$ cat src/rtl/rx232_pkg.sv
// Shared definitions for the RS232 frame parser: FSM states, error codes
// and the default start-of-frame marker.
package rx232_pkg;

    typedef enum logic [2:0] {
        ST_IDLE,
        ST_LEN,
        ST_DATA,
        ST_CHK,
        ST_HOLD
    } state_t;

    localparam logic [1:0] ERR_LEN = 2'd1;
    localparam logic [1:0] ERR_CHK = 2'd2;
    localparam logic [1:0] ERR_TMO = 2'd3;

    localparam logic [7:0] DEF_SOF_BYTE = 8'h02;

endpackage

$ cat src/rtl/rx232_frame_parser_if.sv
// Byte input, buffer read port and packet status bundle of the frame parser.
// The master side is the receiver/host; the slave side is the parser.
interface rx232_frame_parser_if #(
    parameter int MAX_LEN = 16
);
    localparam int AW = (MAX_LEN > 1) ? $clog2(MAX_LEN) : 1;

    logic [7:0]    rxpd;
    logic          rxen;
    logic [AW-1:0] rd_addr;
    logic [7:0]    rd_data;
    logic          pkt_valid;
    logic [7:0]    pkt_len;
    logic          pkt_ack;
    logic          pkt_err;
    logic [1:0]    err_code;
    logic          drop_flag;

    modport master (
        output rxpd, rxen, rd_addr, pkt_ack,
        input  rd_data, pkt_valid, pkt_len, pkt_err, err_code, drop_flag
    );

    modport slave (
        input  rxpd, rxen, rd_addr, pkt_ack,
        output rd_data, pkt_valid, pkt_len, pkt_err, err_code, drop_flag
    );

endinterface

$ cat src/rtl/rx232_rise_det.sv
// One-flop rising-edge detector: turns a level into a single-cycle strobe.
module rx232_rise_det (
    input  logic clk,
    input  logic rst,
    input  logic d_i,
    output logic rise_o
);

    logic d_q;

    // NOTE: sequential state uses non-blocking (<=) so every flop samples pre-edge values.
    always_ff @(posedge clk or negedge rst) begin
        if (!rst) d_q <= 1'b0;
        else      d_q <= d_i;
    end

    assign rise_o = d_i & ~d_q;

endmodule

$ cat src/rtl/rx232_frame_parser.sv
// Assembles SOF/LEN/payload/CHK frames from received bytes, validates them
// and holds the payload in a readable buffer until the host acknowledges.
module rx232_frame_parser
    import rx232_pkg::*;
#(
    parameter int         MAX_LEN     = 16,
    parameter logic [7:0] SOF_BYTE    = DEF_SOF_BYTE,
    parameter int         TIMEOUT_CYC = 100000
) (
    input logic                 clk,
    input logic                 rst,
    rx232_frame_parser_if.slave bus
);

    localparam int AW = (MAX_LEN > 1) ? $clog2(MAX_LEN) : 1;
    localparam int IW = $clog2(MAX_LEN) + 1;
    localparam int TW = (TIMEOUT_CYC > 1) ? $clog2(TIMEOUT_CYC) : 1;

    localparam logic [7:0]    MAX_LEN_B = 8'(MAX_LEN);
    localparam logic [AW:0]   DEPTH_A   = (AW + 1)'(MAX_LEN);
    localparam logic [TW-1:0] TMO_LAST  = TW'(TIMEOUT_CYC - 1);

    state_t        state_q, state_d;
    logic [7:0]    len_q, len_d;
    logic [7:0]    chk_q, chk_d;
    logic [IW-1:0] idx_q, idx_d;
    logic [TW-1:0] tmo_q, tmo_d;
    logic          pkt_valid_q, pkt_valid_d;
    logic [7:0]    pkt_len_q, pkt_len_d;
    logic          pkt_err_q, pkt_err_d;
    logic [1:0]    err_code_q, err_code_d;
    logic          drop_q, drop_d;
    logic [7:0]    rd_data_q;
    logic [7:0]    buf_q [MAX_LEN];

    logic byte_stb;
    logic wr_en;
    logic tmo_hit;

    rx232_rise_det u_rxen_det (
        .clk    (clk),
        .rst    (rst),
        .d_i    (bus.rxen),
        .rise_o (byte_stb)
    );

    // A byte arriving in the expiry cycle wins over the timeout.
    assign tmo_hit = (state_q inside {ST_LEN, ST_DATA, ST_CHK}) &&
                     (tmo_q == TMO_LAST) && !byte_stb;

    // NOTE: every always_comb output gets a default first, so no path infers a latch.
    always_comb begin
        state_d     = state_q;
        len_d       = len_q;
        chk_d       = chk_q;
        idx_d       = idx_q;
        pkt_valid_d = pkt_valid_q;
        pkt_len_d   = pkt_len_q;
        pkt_err_d   = 1'b0;
        err_code_d  = err_code_q;
        drop_d      = drop_q;
        wr_en       = 1'b0;

        case (state_q)
            ST_IDLE: begin
                if (byte_stb && bus.rxpd == SOF_BYTE) state_d = ST_LEN;
            end
            ST_LEN: begin
                if (byte_stb) begin
                    if (bus.rxpd == 8'd0 || bus.rxpd > MAX_LEN_B) begin
                        pkt_err_d  = 1'b1;
                        err_code_d = ERR_LEN;
                        state_d    = ST_IDLE;
                    end else begin
                        len_d   = bus.rxpd;
                        chk_d   = bus.rxpd;
                        idx_d   = '0;
                        state_d = ST_DATA;
                    end
                end
            end
            ST_DATA: begin
                if (byte_stb) begin
                    wr_en = 1'b1;
                    chk_d = chk_q ^ bus.rxpd;
                    idx_d = idx_q + IW'(1);
                    if (idx_q == IW'(len_q - 8'd1)) state_d = ST_CHK;
                end
            end
            ST_CHK: begin
                if (byte_stb) begin
                    if (bus.rxpd == chk_q) begin
                        pkt_valid_d = 1'b1;
                        pkt_len_d   = len_q;
                        state_d     = ST_HOLD;
                    end else begin
                        pkt_err_d  = 1'b1;
                        err_code_d = ERR_CHK;
                        state_d    = ST_IDLE;
                    end
                end
            end
            ST_HOLD: begin
                if (bus.pkt_ack) begin
                    pkt_valid_d = 1'b0;
                    drop_d      = 1'b0;
                    state_d     = ST_IDLE;
                end
                if (byte_stb) drop_d = 1'b1;
            end
            default: state_d = ST_IDLE;
        endcase

        if (tmo_hit) begin
            pkt_err_d  = 1'b1;
            err_code_d = ERR_TMO;
            state_d    = ST_IDLE;
        end

        if (byte_stb || state_d == ST_IDLE || state_d == ST_HOLD) tmo_d = '0;
        else                                                      tmo_d = tmo_q + TW'(1);
    end

    always_ff @(posedge clk or negedge rst) begin
        if (!rst) begin
            state_q     <= ST_IDLE;
            len_q       <= '0;
            chk_q       <= '0;
            idx_q       <= '0;
            tmo_q       <= '0;
            pkt_valid_q <= 1'b0;
            pkt_len_q   <= '0;
            pkt_err_q   <= 1'b0;
            err_code_q  <= '0;
            drop_q      <= 1'b0;
            rd_data_q   <= '0;
        end else begin
            state_q     <= state_d;
            len_q       <= len_d;
            chk_q       <= chk_d;
            idx_q       <= idx_d;
            tmo_q       <= tmo_d;
            pkt_valid_q <= pkt_valid_d;
            pkt_len_q   <= pkt_len_d;
            pkt_err_q   <= pkt_err_d;
            err_code_q  <= err_code_d;
            drop_q      <= drop_d;
            rd_data_q   <= ({1'b0, bus.rd_addr} < DEPTH_A) ? buf_q[bus.rd_addr] : 8'h00;
        end
    end

    // NOTE: the payload array has no reset; its contents are don't-care until written.
    always_ff @(posedge clk) begin
        if (wr_en) buf_q[AW'(idx_q)] <= bus.rxpd;
    end

    assign bus.rd_data   = rd_data_q;
    assign bus.pkt_valid = pkt_valid_q;
    assign bus.pkt_len   = pkt_len_q;
    assign bus.pkt_err   = pkt_err_q;
    assign bus.err_code  = err_code_q;
    assign bus.drop_flag = drop_q;

endmodule

$ cat src/flat_wrapper.sv
// flat-port wrapper written by rule: the top's interface ports become plain ports
module rx232_frame_parser_flat import rx232_pkg::*;
#(
    parameter int         MAX_LEN     = 16,
    parameter logic [7:0] SOF_BYTE    = DEF_SOF_BYTE,
    parameter int         TIMEOUT_CYC = 100000
)
  (clk, rst, bus_rxpd, bus_rxen, bus_rd_addr, bus_pkt_ack, bus_rd_data, bus_pkt_valid, bus_pkt_len, bus_pkt_err, bus_err_code, bus_drop_flag);
  rx232_frame_parser_if #(.MAX_LEN(MAX_LEN)) bus_i ();
  input logic clk;
  input logic rst;
  input wire logic [$bits(bus_i.rxpd)-1:0] bus_rxpd;
  input wire logic [$bits(bus_i.rxen)-1:0] bus_rxen;
  input wire logic [$bits(bus_i.rd_addr)-1:0] bus_rd_addr;
  input wire logic [$bits(bus_i.pkt_ack)-1:0] bus_pkt_ack;
  output wire logic [$bits(bus_i.rd_data)-1:0] bus_rd_data;
  output wire logic [$bits(bus_i.pkt_valid)-1:0] bus_pkt_valid;
  output wire logic [$bits(bus_i.pkt_len)-1:0] bus_pkt_len;
  output wire logic [$bits(bus_i.pkt_err)-1:0] bus_pkt_err;
  output wire logic [$bits(bus_i.err_code)-1:0] bus_err_code;
  output wire logic [$bits(bus_i.drop_flag)-1:0] bus_drop_flag;
  assign bus_i.rxpd = bus_rxpd;
  assign bus_i.rxen = bus_rxen;
  assign bus_i.rd_addr = bus_rd_addr;
  assign bus_i.pkt_ack = bus_pkt_ack;
  assign bus_rd_data = bus_i.rd_data;
  assign bus_pkt_valid = bus_i.pkt_valid;
  assign bus_pkt_len = bus_i.pkt_len;
  assign bus_pkt_err = bus_i.pkt_err;
  assign bus_err_code = bus_i.err_code;
  assign bus_drop_flag = bus_i.drop_flag;
  rx232_frame_parser #(.MAX_LEN(MAX_LEN), .SOF_BYTE(SOF_BYTE), .TIMEOUT_CYC(TIMEOUT_CYC)) u_core (.clk(clk), .rst(rst), .bus(bus_i));
endmodule
$ cat config.mk
export PLATFORM = sky130hd
export DESIGN_NAME = rx232_frame_parser_flat
export DESIGN_NICKNAME = d
export VERILOG_FILES = /design/src/rtl/rx232_pkg.sv /design/src/rtl/rx232_frame_parser_if.sv /design/src/rtl/rx232_rise_det.sv /design/src/rtl/rx232_frame_parser.sv /design/src/flat_wrapper.sv
export SDC_FILE = /design/constraint.sdc
export NUM_CORES = 1
export LEC_CHECK = 0
export ABC_CLOCK_PERIOD_IN_PS = 2370
export CELL_PAD_IN_SITES_DETAIL_PLACEMENT = 1
export CELL_PAD_IN_SITES_GLOBAL_PLACEMENT = 1
export CORE_MARGIN = 2
export CORE_UTILIZATION = 47
export DETAILED_ROUTE_END_ITERATION = 7
export HOLD_SLACK_MARGIN = 0.15
export MAX_ROUTING_LAYER = met4
export PLACE_DENSITY = 0.74
export REMOVE_ABC_BUFFERS = 1
export SLEW_MARGIN = 40
export SYNTH_ARGS = -nofsm -noshare
export SYNTH_HDL_FRONTEND = slang
export SYNTH_SLANG_ARGS = --single-unit
$ cat constraint.sdc
create_clock -name clk -period 2.37 [get_ports clk]
set_input_delay 0.3555 -clock clk [delete_from_list [all_inputs] [get_ports clk]]
set_output_delay 0.3555 -clock clk [all_outputs]
set_load 0.005 [all_outputs]
==> results.ini <==
[timing]
maxSlewViolCount=0
setup_viol=0
rsz0062_at_grt=no
holdWs_ns=0.424
fmax_mhz=496
slew_headroom=0.637
setup_slack_ns=0.354
tightest_slew_ns=0.545
finalHoldViolations=0
period_share=0.850
fin_skew_ns=0.0142
min_period_ns=2.02

[drt]
routed_wl_um=17400
drtAntennaViolNets=0
via_per_inst=5.54
drtIter0Drc=275
first_pass_iters=4
vias=4368
wl_per_cell_um=22.0
drcViolationCount=0

[power]
vdd_drop_max_v=0.000530
switchingPower_mw=1.54
switching_share=0.230
power_frac_seq=0.537
leakage_nw=3.46
p_comb_frac=0.051
powerDensity_mw_per_mm2=702
power.share.clock=0.412
p_int_mw=5.15

[finish]
fillCellCount=1518
drive_above_1_share=0.271
final_cell_mix=128 x edfxtp_1, 63 x dfrtp_1, 44 x buf_4, 40 x mux4_2, 34 x clkdlybuf4s50_1
mostFrequentLayoutCell=edfxtp_1
syn_to_final_growth_pct=18.7
multi_input_area_mm2=0.00241
final_util=0.573
register_area_mm2=0.00542
antenna_cells=0
nets=577

[synthesis]
ys_warn_count=0
synth_cell_types=49
syn_area_mm2=0.00803
synth_top_flop_cell=edfxtp_1
synth_edf_count=128
netlist_instances=472
async_flop_share=0.330
seq_area_frac_synth=0.675
synth-seq-cells=191
syn_avg_cell_area_um2=17.0

[global_route]
grt_pass1_vias=4798
track_usage=0.217
grt_max_degree=37
grt_pass1_wl_um=28000
antenna_found_initial=0
overflow=0

[floorplan]
row_count=47
core_mm2=0.0166
die_h_um=135
pin_count=37
die_w_um=135
initial_utilization=0.482
fp.dieArea_mm2=0.0181

[clock_network]
cts_max_level=4
clock_latency_ns=0.45
clk_path_buf_depth=2
path_clk_slew_ns=0.08
cts-buffers-inserted=17
post_cts_buffers=0
cts_tree=yes
root_buffer=clkbuf_16
cts.sinks=191

[setup_path]
cp-start-kind=register
cp-end-kind=register
critPathRequiredTime_ns=2.70
crit_type=register to register
path_max_fanout=9
crit_arrival_ns=2.35

[run_status]
status=finished, final reports clean

[worst_hold_path]
hp-class=primary input to async pin

[place]
io_buffer_count=36
pre_cts_slack_ns=-0.0896
dp_hpwl_um=11600
gp_congestion=0.776

[flow_run]
drv_cap=0

worst paths after layout:
path / startpoint / endpoint / slack, ns / cells after the start
max: u_core.state_q[1]$_DFF_PN0_ / u_core.bus.pkt_len[1]$_DFFE_PN0P_ / 0.35 / 6
min: rst / u_core.bus.rd_data[3]$_DFF_PN0_ / 0.42 / 2
max reg2reg: u_core.state_q[1]$_DFF_PN0_ / u_core.bus.pkt_len[1]$_DFFE_PN0P_ / 0.35 / 6
min reg2reg: u_core.bus.drop_flag$_DFFE_PN0P_ / u_core.bus.drop_flag$_DFFE_PN0P_ / 0.49 / 2
max in group asynchronous: rst / u_core.state_q[0]$_DFF_PN0_ / 1.39 / 3
min in group clk: bus_rxen / u_core.u_rxen_det.d_q$_DFF_PN0_ / 0.45 / 1
power by group through the flow:
stage          Clock [mW]  Sequential [mW]  Combinational, mW
2_1_floorplan           0             3.67              0.110
3_3_place_gp            0             3.67              0.331
3_5_place_dp            0             3.67              0.343
4_1_cts              2.81             3.60              0.346
5_1_grt              2.94             3.60              0.368
6_report             2.76             3.60              0.339
per-stage QoR:
stage | instances | area (um^2) | total power, mW | TNS [ns]
after floorplan | 449 | 7860 | 3.78 | -28.45
after CTS | 788 | 9530 | 6.75 | 0
final | 788 | 9530 | 6.69 | 0
after global routing | 788 | 9530 | 6.90 | 0
after global placement | 755 | 8950 | 4.00 | -0.509
after detailed placement | 755 | 8950 | 4.01 | -2.42
metal layers:
layer  global-route usage  part of all wire  vias to the layer above  routed length (um)
met5                    -                 0                        -                   0
met4               0.0655             0.012                        0                 204
met3               0.0409             0.035                       17                 608
met2                0.348              0.50                       83                8740
met1                0.286              0.45                     2288                7810
li1                     -                 -                     1980                   -
Yosys cell counts, types with 3 or more instances:
library cell / count / area [um^2]
xor2_1: 20 / 175
buf_1: 3 / 11.3
nand2_1: 20 / 75.1
nand2b_1: 5 / 31.3
nor2_1: 29 / 109
nand4_1: 8 / 50.1
inv_1: 7 / 26.3
ha_1: 6 / 75.1
nand3_1: 10 / 50.1
buf_6: 5 / 56.3
and2_1: 4 / 25.0
xnor2_1: 15 / 131
buf_2: 6 / 30.0
clkbuf_1: 5 / 18.8
a311oi_1: 3 / 26.3
mux4_2: 40 / 901
mux2_2: 5 / 56.3
mux2_4: 8 / 120
nor3_2: 10 / 100
dfrtp_1: 63 / 1580
nor4_1: 3 / 18.8
nor3_1: 17 / 85.1
o21ai_0: 9 / 45.0
a21oi_1: 8 / 40.0
edfxtp_1: 128 / 3840
nand3b_1: 3 / 22.5
registers in the layout, indices dropped and copies added, names as in the netlist:
| signal | cells |
|---|---|
| u_core.bus.rd_data | 8 |
| u_core.tmo_q | 17 |
| u_core.idx_q | 5 |
| u_core.bus.pkt_valid | 1 |
| u_core.len_q | 8 |
| u_core.buf_q | 128 |
| u_core.u_rxen_det.d_q | 1 |
| u_core.chk_q | 8 |
| u_core.bus.pkt_len | 8 |
| u_core.bus.err_code | 2 |
| u_core.state_q | 3 |
| u_core.bus.drop_flag | 1 |
| u_core.bus.pkt_err | 1 |
logic make-up (layout without fill, tap and decap cells):
| family | count (synthesis) | count (layout) | synth area share |
|---|---|---|---|
| flops | 191 | 191 | 0.675 |
| simple gates | 129 | 129 | 0.0962 |
| mux | 55 | 55 | 0.137 |
| xor+xnor | 35 | 35 | 0.0382 |
| buf+inv | 30 | 126 | 0.0243 |
| compound gates | 26 | 26 | 0.0200 |
| fa+ha+maj | 6 | 6 | 0.00935 |
layout make-up:
cell class              count  share of cell area
flip-flops and latches    191               0.569
repair buffers             87              0.0867
clock buffers              17              0.0446
clock inverters            15              0.0151
inverters                   7             0.00276
multi-input cells         251               0.253
well taps                 220              0.0289
repair_timing:
| action | 4_1_cts | 5_1_grt |
|---|---|---|
| gates resized for setup | 0 | 0 |
| hold endpoints to repair | 35 | 0 |
| hold buffers | 1 | 0 |
| endpoints found under the setup margin | 0 | 0 |
critical path, stage by stage, from the launching register on:
cell and delay, ns:
dfrtp_1 0.48, nand3b_1 0.22, nor3_1 0.30, nand4_1 0.18, or2_1 0.28, buf_12 0.16, mux2_4 0.30
Note: power is estimated with default switching activity, not from simulation.
